## config.mk

```make
export PLATFORM = sky130hd
export DESIGN_NAME = timer_irq_ctrl
export DESIGN_NICKNAME = d
export VERILOG_FILES = /design/src/rtl/timer_irq_pkg.sv /design/src/rtl/timer_irq_arb.sv /design/src/rtl/timer_irq_ctrl.sv
export SDC_FILE = /design/constraint.sdc
export NUM_CORES = 1
export LEC_CHECK = 0
export ABC_AREA = 1
export BUFFER_PORTS_ARGS = -buffer_cell sky130_fd_sc_hd__buf_2
export CAP_MARGIN = 20
export CORE_MARGIN = 2
export CORE_UTILIZATION = 30
export CTS_CLUSTER_DIAMETER = 200
export DETAILED_ROUTE_END_ITERATION = 6
export GPL_TIMING_DRIVEN = 0
export HOLD_SLACK_MARGIN = 0.02
export PLACE_DENSITY = 0.52
export SLEW_MARGIN = 20
export SYNTH_ARGS = -nofsm -noshare
export SYNTH_HDL_FRONTEND = slang
export SYNTH_HIERARCHICAL = 1
export SYNTH_SLANG_ARGS = --single-unit
```

## constraint.sdc

```tcl
create_clock -name clk -period 2.9 [get_ports clk]
set_input_delay 0 -clock clk [delete_from_list [all_inputs] [get_ports clk]]
set_output_delay 0 -clock clk [all_outputs]
set_load 0.005 [all_outputs]
```

## src/rtl/timer_irq_pkg.sv

```systemverilog
// Shared definitions for the timer interrupt collector: FSM state encoding,
// parameter range limits and the saturation limit helper for the miss counter.
package timer_irq_pkg;

    typedef enum logic [1:0] {
        IDLE = 2'd0,
        REQ  = 2'd1,
        GAP  = 2'd2
    } irq_state_t;

    localparam int NUM_SRC_MIN = 2;
    localparam int NUM_SRC_MAX = 16;
    localparam int CNT_W_MIN   = 1;
    localparam int CNT_W_MAX   = 31;

    // Largest value a CNT_W-bit saturating counter may hold.
    function automatic int unsigned cnt_max(input int unsigned w);
        return (32'd1 << w) - 32'd1;
    endfunction

endpackage

```

## src/rtl/timer_irq_arb.sv

```systemverilog
// Combinational winner selection over the unmasked pending sources.
// Default: fixed priority, lowest index wins.
// With TIMER_IRQ_ROUND_ROBIN_EN defined, the search starts at 'start' and wraps.
module timer_irq_arb
    import timer_irq_pkg::*;
#(
    parameter  int NUM_SRC = 4,
    localparam int ID_W    = $clog2(NUM_SRC)
) (
    input  logic [NUM_SRC-1:0] cand,
`ifdef TIMER_IRQ_ROUND_ROBIN_EN
    input  logic [ID_W-1:0]    start,
`endif
    output logic [ID_W-1:0]    winner,
    output logic               valid
);

`ifdef TIMER_IRQ_ROUND_ROBIN_EN
    // Scan from the start pointer upward, wrapping at NUM_SRC; first hit wins.
    always_comb begin
        int             idx;
        logic [ID_W-1:0] idx_w;
        winner = '0;
        valid  = 1'b0;
        idx    = 0;
        idx_w  = '0;
        for (int k = 0; k < NUM_SRC; k++) begin
            idx = int'(start) + k;
            if (idx >= NUM_SRC) begin
                idx = idx - NUM_SRC;
            end
            idx_w = ID_W'(idx);
            if (!valid && cand[idx_w]) begin
                valid  = 1'b1;
                winner = idx_w;
            end
        end
    end
`else
    // Scan downward so the lowest set index is the last (and final) assignment.
    always_comb begin
        winner = '0;
        valid  = 1'b0;
        for (int i = NUM_SRC - 1; i >= 0; i--) begin
            if (cand[i]) begin
                valid  = 1'b1;
                winner = ID_W'(i);
            end
        end
    end
`endif

endmodule

```

## src/rtl/timer_irq_ctrl.sv

```systemverilog
// Timer interrupt collector: edge-detects each timer interrupt into a pending
// register, masks and arbitrates among pending sources, and presents the winner
// through a req/ack handshake with a stable id. Edges arriving while their
// source is already pending are counted in a saturating miss counter.
// Optional macro TIMER_IRQ_ROUND_ROBIN_EN selects round-robin arbitration.
module timer_irq_ctrl
    import timer_irq_pkg::*;
#(
    parameter  int NUM_SRC = 4,
    parameter  int CNT_W   = 8,
    localparam int ID_W    = $clog2(NUM_SRC)
) (
    input  logic               clk,
    input  logic               rst,
    input  logic [NUM_SRC-1:0] irq_in,
    input  logic [NUM_SRC-1:0] mask,
    input  logic [NUM_SRC-1:0] clear,
    input  logic               irq_ack,
    output logic               irq_req,
    output logic [ID_W-1:0]    irq_id,
    output logic [NUM_SRC-1:0] pending,
    output logic [CNT_W-1:0]   miss_cnt
);

    localparam int unsigned CNT_MAX = cnt_max(CNT_W);

    irq_state_t         state;
    irq_state_t         state_nxt;
    logic [NUM_SRC-1:0] irq_d;
    logic [NUM_SRC-1:0] rise;
    logic [NUM_SRC-1:0] ack_vec;
    logic [NUM_SRC-1:0] pend_clr;
    logic [NUM_SRC-1:0] pending_nxt;
    logic [NUM_SRC-1:0] miss_vec;
    logic [NUM_SRC-1:0] cand;
    logic [ID_W-1:0]    win_id;
    logic               win_vld;
    logic               ack_fire;
    logic               load_id;
    logic               req_live;

    function automatic int unsigned popcount(input logic [NUM_SRC-1:0] v);
        int unsigned n;
        n = 0;
        for (int i = 0; i < NUM_SRC; i++) begin
            n = n + 32'(v[i]);
        end
        return n;
    endfunction

    function automatic logic [CNT_W-1:0] sat_add(input logic [CNT_W-1:0] cnt,
                                                  input int unsigned     inc);
        int unsigned sum;
        sum = 32'(cnt) + inc;
        if (sum > CNT_MAX) begin
            sum = CNT_MAX;
        end
        return CNT_W'(sum);
    endfunction

    // Rising-edge detect, pending update (set beats clear/ack) and miss detection.
    always_comb begin
        rise        = irq_in & ~irq_d;
        ack_vec     = '0;
        if (ack_fire) begin
            ack_vec[irq_id] = 1'b1;
        end
        pend_clr    = clear | ack_vec;
        pending_nxt = (pending & ~pend_clr) | rise;
        miss_vec    = rise & pending & ~pend_clr;
        cand        = pending & mask;
        req_live    = pending[irq_id] & mask[irq_id];
    end

`ifdef TIMER_IRQ_ROUND_ROBIN_EN
    logic [ID_W-1:0] rr_ptr;

    // Pointer moves to the slot after the acknowledged source; aborts leave it.
    always_ff @(posedge clk or negedge rst) begin
        if (!rst) begin
            rr_ptr <= '0;
        end else if (ack_fire) begin
            rr_ptr <= (irq_id == ID_W'(NUM_SRC - 1)) ? '0 : irq_id + 1'b1;
        end
    end

    timer_irq_arb #(.NUM_SRC(NUM_SRC)) u_arb (
        .cand   (cand),
        .start  (rr_ptr),
        .winner (win_id),
        .valid  (win_vld)
    );
`else
    timer_irq_arb #(.NUM_SRC(NUM_SRC)) u_arb (
        .cand   (cand),
        .winner (win_id),
        .valid  (win_vld)
    );
`endif

    // Edge history, pending bits and the saturating miss counter.
    always_ff @(posedge clk or negedge rst) begin
        if (!rst) begin
            irq_d    <= '0;
            pending  <= '0;
            miss_cnt <= '0;
        end else begin
            irq_d    <= irq_in;
            pending  <= pending_nxt;
            miss_cnt <= sat_add(miss_cnt, popcount(miss_vec));
        end
    end

    // FSM state register.
    always_ff @(posedge clk or negedge rst) begin
        if (!rst) begin
            state <= IDLE;
        end else begin
            state <= state_nxt;
        end
    end

    // Next-state logic: ack beats abort in REQ; GAP always lasts one cycle.
    always_comb begin
        state_nxt = state;
        case (state)
            IDLE: begin
                if (win_vld) begin
                    state_nxt = REQ;
                end
            end
            REQ: begin
                if (irq_ack) begin
                    state_nxt = GAP;
                end else if (!req_live) begin
                    state_nxt = IDLE;
                end
            end
            GAP: begin
                state_nxt = IDLE;
            end
            default: begin
                state_nxt = IDLE;
            end
        endcase
    end

    // Output decode: request is a pure function of the registered state.
    always_comb begin
        irq_req  = (state == REQ);
        ack_fire = (state == REQ) && irq_ack;
        load_id  = (state == IDLE) && win_vld;
    end

    // Source id is captured on grant and held through REQ and afterwards.
    always_ff @(posedge clk or negedge rst) begin
        if (!rst) begin
            irq_id <= '0;
        end else if (load_id) begin
            irq_id <= win_id;
        end
    end

endmodule
```

==> metrics.md <==
| Metric | Value |
|---|---|
| Status | complete, no violations |
| Total power | 1.06 mW |
| GR Overflow Total | 0 |
| Clk sink count | 20 |
| GRT Total Usage | 0.123 |
| Post-Synthesis Cells | 144 |
| PortBufs | 29 |
| Die span in y | 65.2 µm |
| CP Max Fanout | 7 |
| DRC viols | 0 |
| Leakage | 0.851 nW |
| Vias per cell | 4.39 |
| Worst-Margin Slew | 0.464 ns |
| Net Sw Power | 0.396 mW |
| Clk_lat worst skew | 0.26 ns |
| RSZ-0062 raised after global routing | no |
| Clock power frac | 0.203 |
| CTS tree | yes |
| Final wirelength | 2.40 mm |
| Predominant post-synthesis flop cell | dfrtp_1 |
| Post-synth cell types | 20 |
| Fmax | 0.378 GHz |
| Area leader, netlist | dfrtp_1 |
| Power share of the sequential group | 0.404 |
| ANT nets after route | 0 |
| Fin area | 0.00153 mm² |
| DP Area | 0.00133 mm² |
| Initial antenna violation count | 0 |
| Worst VDD drop | 0.249 mV |
| Fillcell total | 397 |
| Synth cell count leaders | nand2_1 (43), inv_1 (21), nor2_1 (21) |
| Headroom to the max-slew limit | 0.690 |
| P&R area growth vs syn | 35.9% |
| Critical Path Source Type | flop |
| Final setup viols | 0 |
| Final net count | 209 |
| Most frequent cell after synthesis | nand2_1 |
| Die extent in x | 65.2 µm |
| Hold Violations, Final | 0 |
| First-pass GRT wire length | 4.15 mm |
| Drt wl/cell | 10.1 µm |
| Switching Share | 0.372 |
| Async SR Flop Fraction | 1.00 |
| Initial Util | 0.309 |
| Max-cap violation count | 0 |
| FF+latch count, synth | 20 |
| Pin count of the biggest net entering global routing | 21 |
| CP endpoint kind | flop |
| Post-synthesis sequential area ratio | 0.445 |
| Number of buffers created by CTS | 3 |
| Clk_skew | 0.00353 ns |
| Share of the cycle needed by the critical path after routing | 0.911 |
| Tmin final | 2.64 ns |
| Share of cells above drive strength 1 | 0.302 |
| Non-Filler Instances | 237 |
| Syn avg cell area | 7.80 µm² |
| Via Count | 1041 |
| P per Cell Area | 697 mW/mm² |
| H-tree Lvls | 1 |
| Gpl congestion | 0.723 |
| HP Class | in -> reg |
| First-pass DRT Iterations | 4 |
| Setup TNS | 0 ns |
| Clock root buffer | clkbuf_8 |
| Post-synth EDFFs | 0 |
| Total die area | 0.00425 mm² |
| IO Count | 30 |
| Num rows | 22 |
| Core area | 0.00363 mm² |
| Worst Setup Path Type | reg -> reg |
| Post-synth top area share | 0.445 |
| Placed Cells | 221 |
| Number of synthesis warnings | 6 |
| Vias in the first global route | 1003 |
| Post-Syn Area | 0.00112 mm² |
| Max Slew Vio Count | 0 |
| CP required | 3.09 ns |
| Initial DRC Count | 38 |
| Arr. time, crit path | 2.83 ns |
| Mapped Nets | 163 |
| Pint | 0.668 mW |
| Antenna Cells | 0 |
| Clock-pin slew on the worst setup and hold paths | 0.08 ns |
| Synth area leaders | dfrtp_1 (45%), nand2_1 (14%), inv_1 (7.0%), nor2_1 (7.0%), fa_1 (5.3%) |
| Power share of the combinational group | 0.393 |
| DP Wirelength | 1.83 mm |
| Clock Tree Buf Depth | 2 |
==> metal layers <==
| layer | share of wire | GRT usage | up-vias |
|---|---|---|---|
| li1 | - | - | 530 |
| met1 | 0.46 | 0.155 | 477 |
| met2 | 0.48 | 0.217 | 32 |
| met3 | 0.054 | 0.0205 | 2 |
| met4 | 0.0063 | 0.0313 | 0 |
| met5 | 0 | 0 | - |
==> worst paths after layout <==
path | cells after the start | end | slack (ns) | start
worst max-delay path | 15 | miss_cnt[2]$_DFF_PN0_ | 0.26 | irq_id[0]$_DFFE_PN0P_
worst min-delay path | 3 | state[1]$_DFFE_PN0P_ | 0.03 | irq_ack
worst max register to register | 15 | miss_cnt[2]$_DFF_PN0_ | 0.26 | irq_id[0]$_DFFE_PN0P_
worst min register to register | 1 | pending[3]$_DFF_PN0_ | 0.44 | irq_d[3]$_DFF_PN0_
max in group asynchronous | 2 | irq_id[0]$_DFFE_PN0P_ | 2.34 | rst
min in group asynchronous | 2 | miss_cnt[2]$_DFF_PN0_ | 0.22 | rst
==> sequential cells by signal, summed over array words and instances (netlist names) <==
name and flops:
irq_d 4, miss_cnt 8, irq_id 2, state 2, pending 4
==> layout by cell type, fill, tap and decap left out <==
cell	Yosys	layout
a21oi_1	4	4
a21oi_2	1	1
buf_2	0	29
buf_4	0	3
clkbuf_8	0	4
dfrtp_1	20	19
dfrtp_2	0	1
dlygate4sd3_1	0	9
fa_1	3	1
fa_2	0	2
ha_1	1	1
inv_1	21	18
inv_2	2	4
inv_4	0	1
nand2_1	43	43
nand2_2	4	4
nand2_8	0	1
nand3_1	9	8
nand3_2	2	2
nand3_4	0	1
nand3b_1	1	1
nor2_1	21	21
nor2_4	1	1
nor2_8	1	1
nor3_1	2	2
o21ai_1	4	4
o21ai_2	2	2
o21bai_1	1	1
==> power groups by stage <==
stage / clock, mW / sequential, mW / combinational, mW
finish: 0.216 / 0.430 / 0.418
global route: 0.235 / 0.440 / 0.485
CTS: 0.224 / 0.428 / 0.375
detailed placement: 0 / 0.433 / 0.362
global placement: 0 / 0.430 / 0.357
floorplan: 0 / 0.427 / 0.232
==> timing repair <==
item | 4_1_cts | 5_1_grt
buffers inserted | 0 | 3
endpoints found under the setup margin | 0 | 8
hold buffers | 9 | 0
hold endpoints to repair | 28 | 0
resized for setup | 0 | 10
==> kinds of logic after synthesis <==
group,Yosys count,share of synthesized area
adders and majority gates,4,0.0646
buffers and inverters,23,0.0768
AOI/OAI and AO/OA,12,0.0657
and+or+nand+nor,85,0.347
DFF,20,0.445
==> critical path, stage by stage (launching register included) <==
cell and delay, ns:
dfrtp_2 0.43, inv_4 0.07, nand2_1 0.06, nor2_1 0.04, nor2_1 0.13, nand3_1 0.13, fa_1 0.51, fa_2 0.35
inv_2 0.07, fa_2 0.20, nand2_2 0.08, nor2_4 0.12, inv_2 0.08, nor2_8 0.15, nand2_8 0.09, o21ai_2 0.06
==> cell type report <==
class | instances | area, µm² | area share
well taps | 48 | 60.1 | 0.0393
multi-input cells | 101 | 563 | 0.369
clock buffers | 4 | 55.1 | 0.0361
inverters | 23 | 88.8 | 0.0582
repair buffers | 41 | 258 | 0.169
flip-flops and latches | 20 | 502 | 0.329
==> per-stage QoR <==
step	hold WS [ns]	setup WS [ns]	utilization
final	0.0347	0.257	0.420
after global routing	0.0472	0.0339	0.420
after CTS	0.0333	0.0344	0.406
after detailed placement	-0.0138	0.0281	0.366
after global placement	-0.0237	0.0593	0.366
after floorplan	-0.296	0.302	-
(Power assumes the default switching activity.)
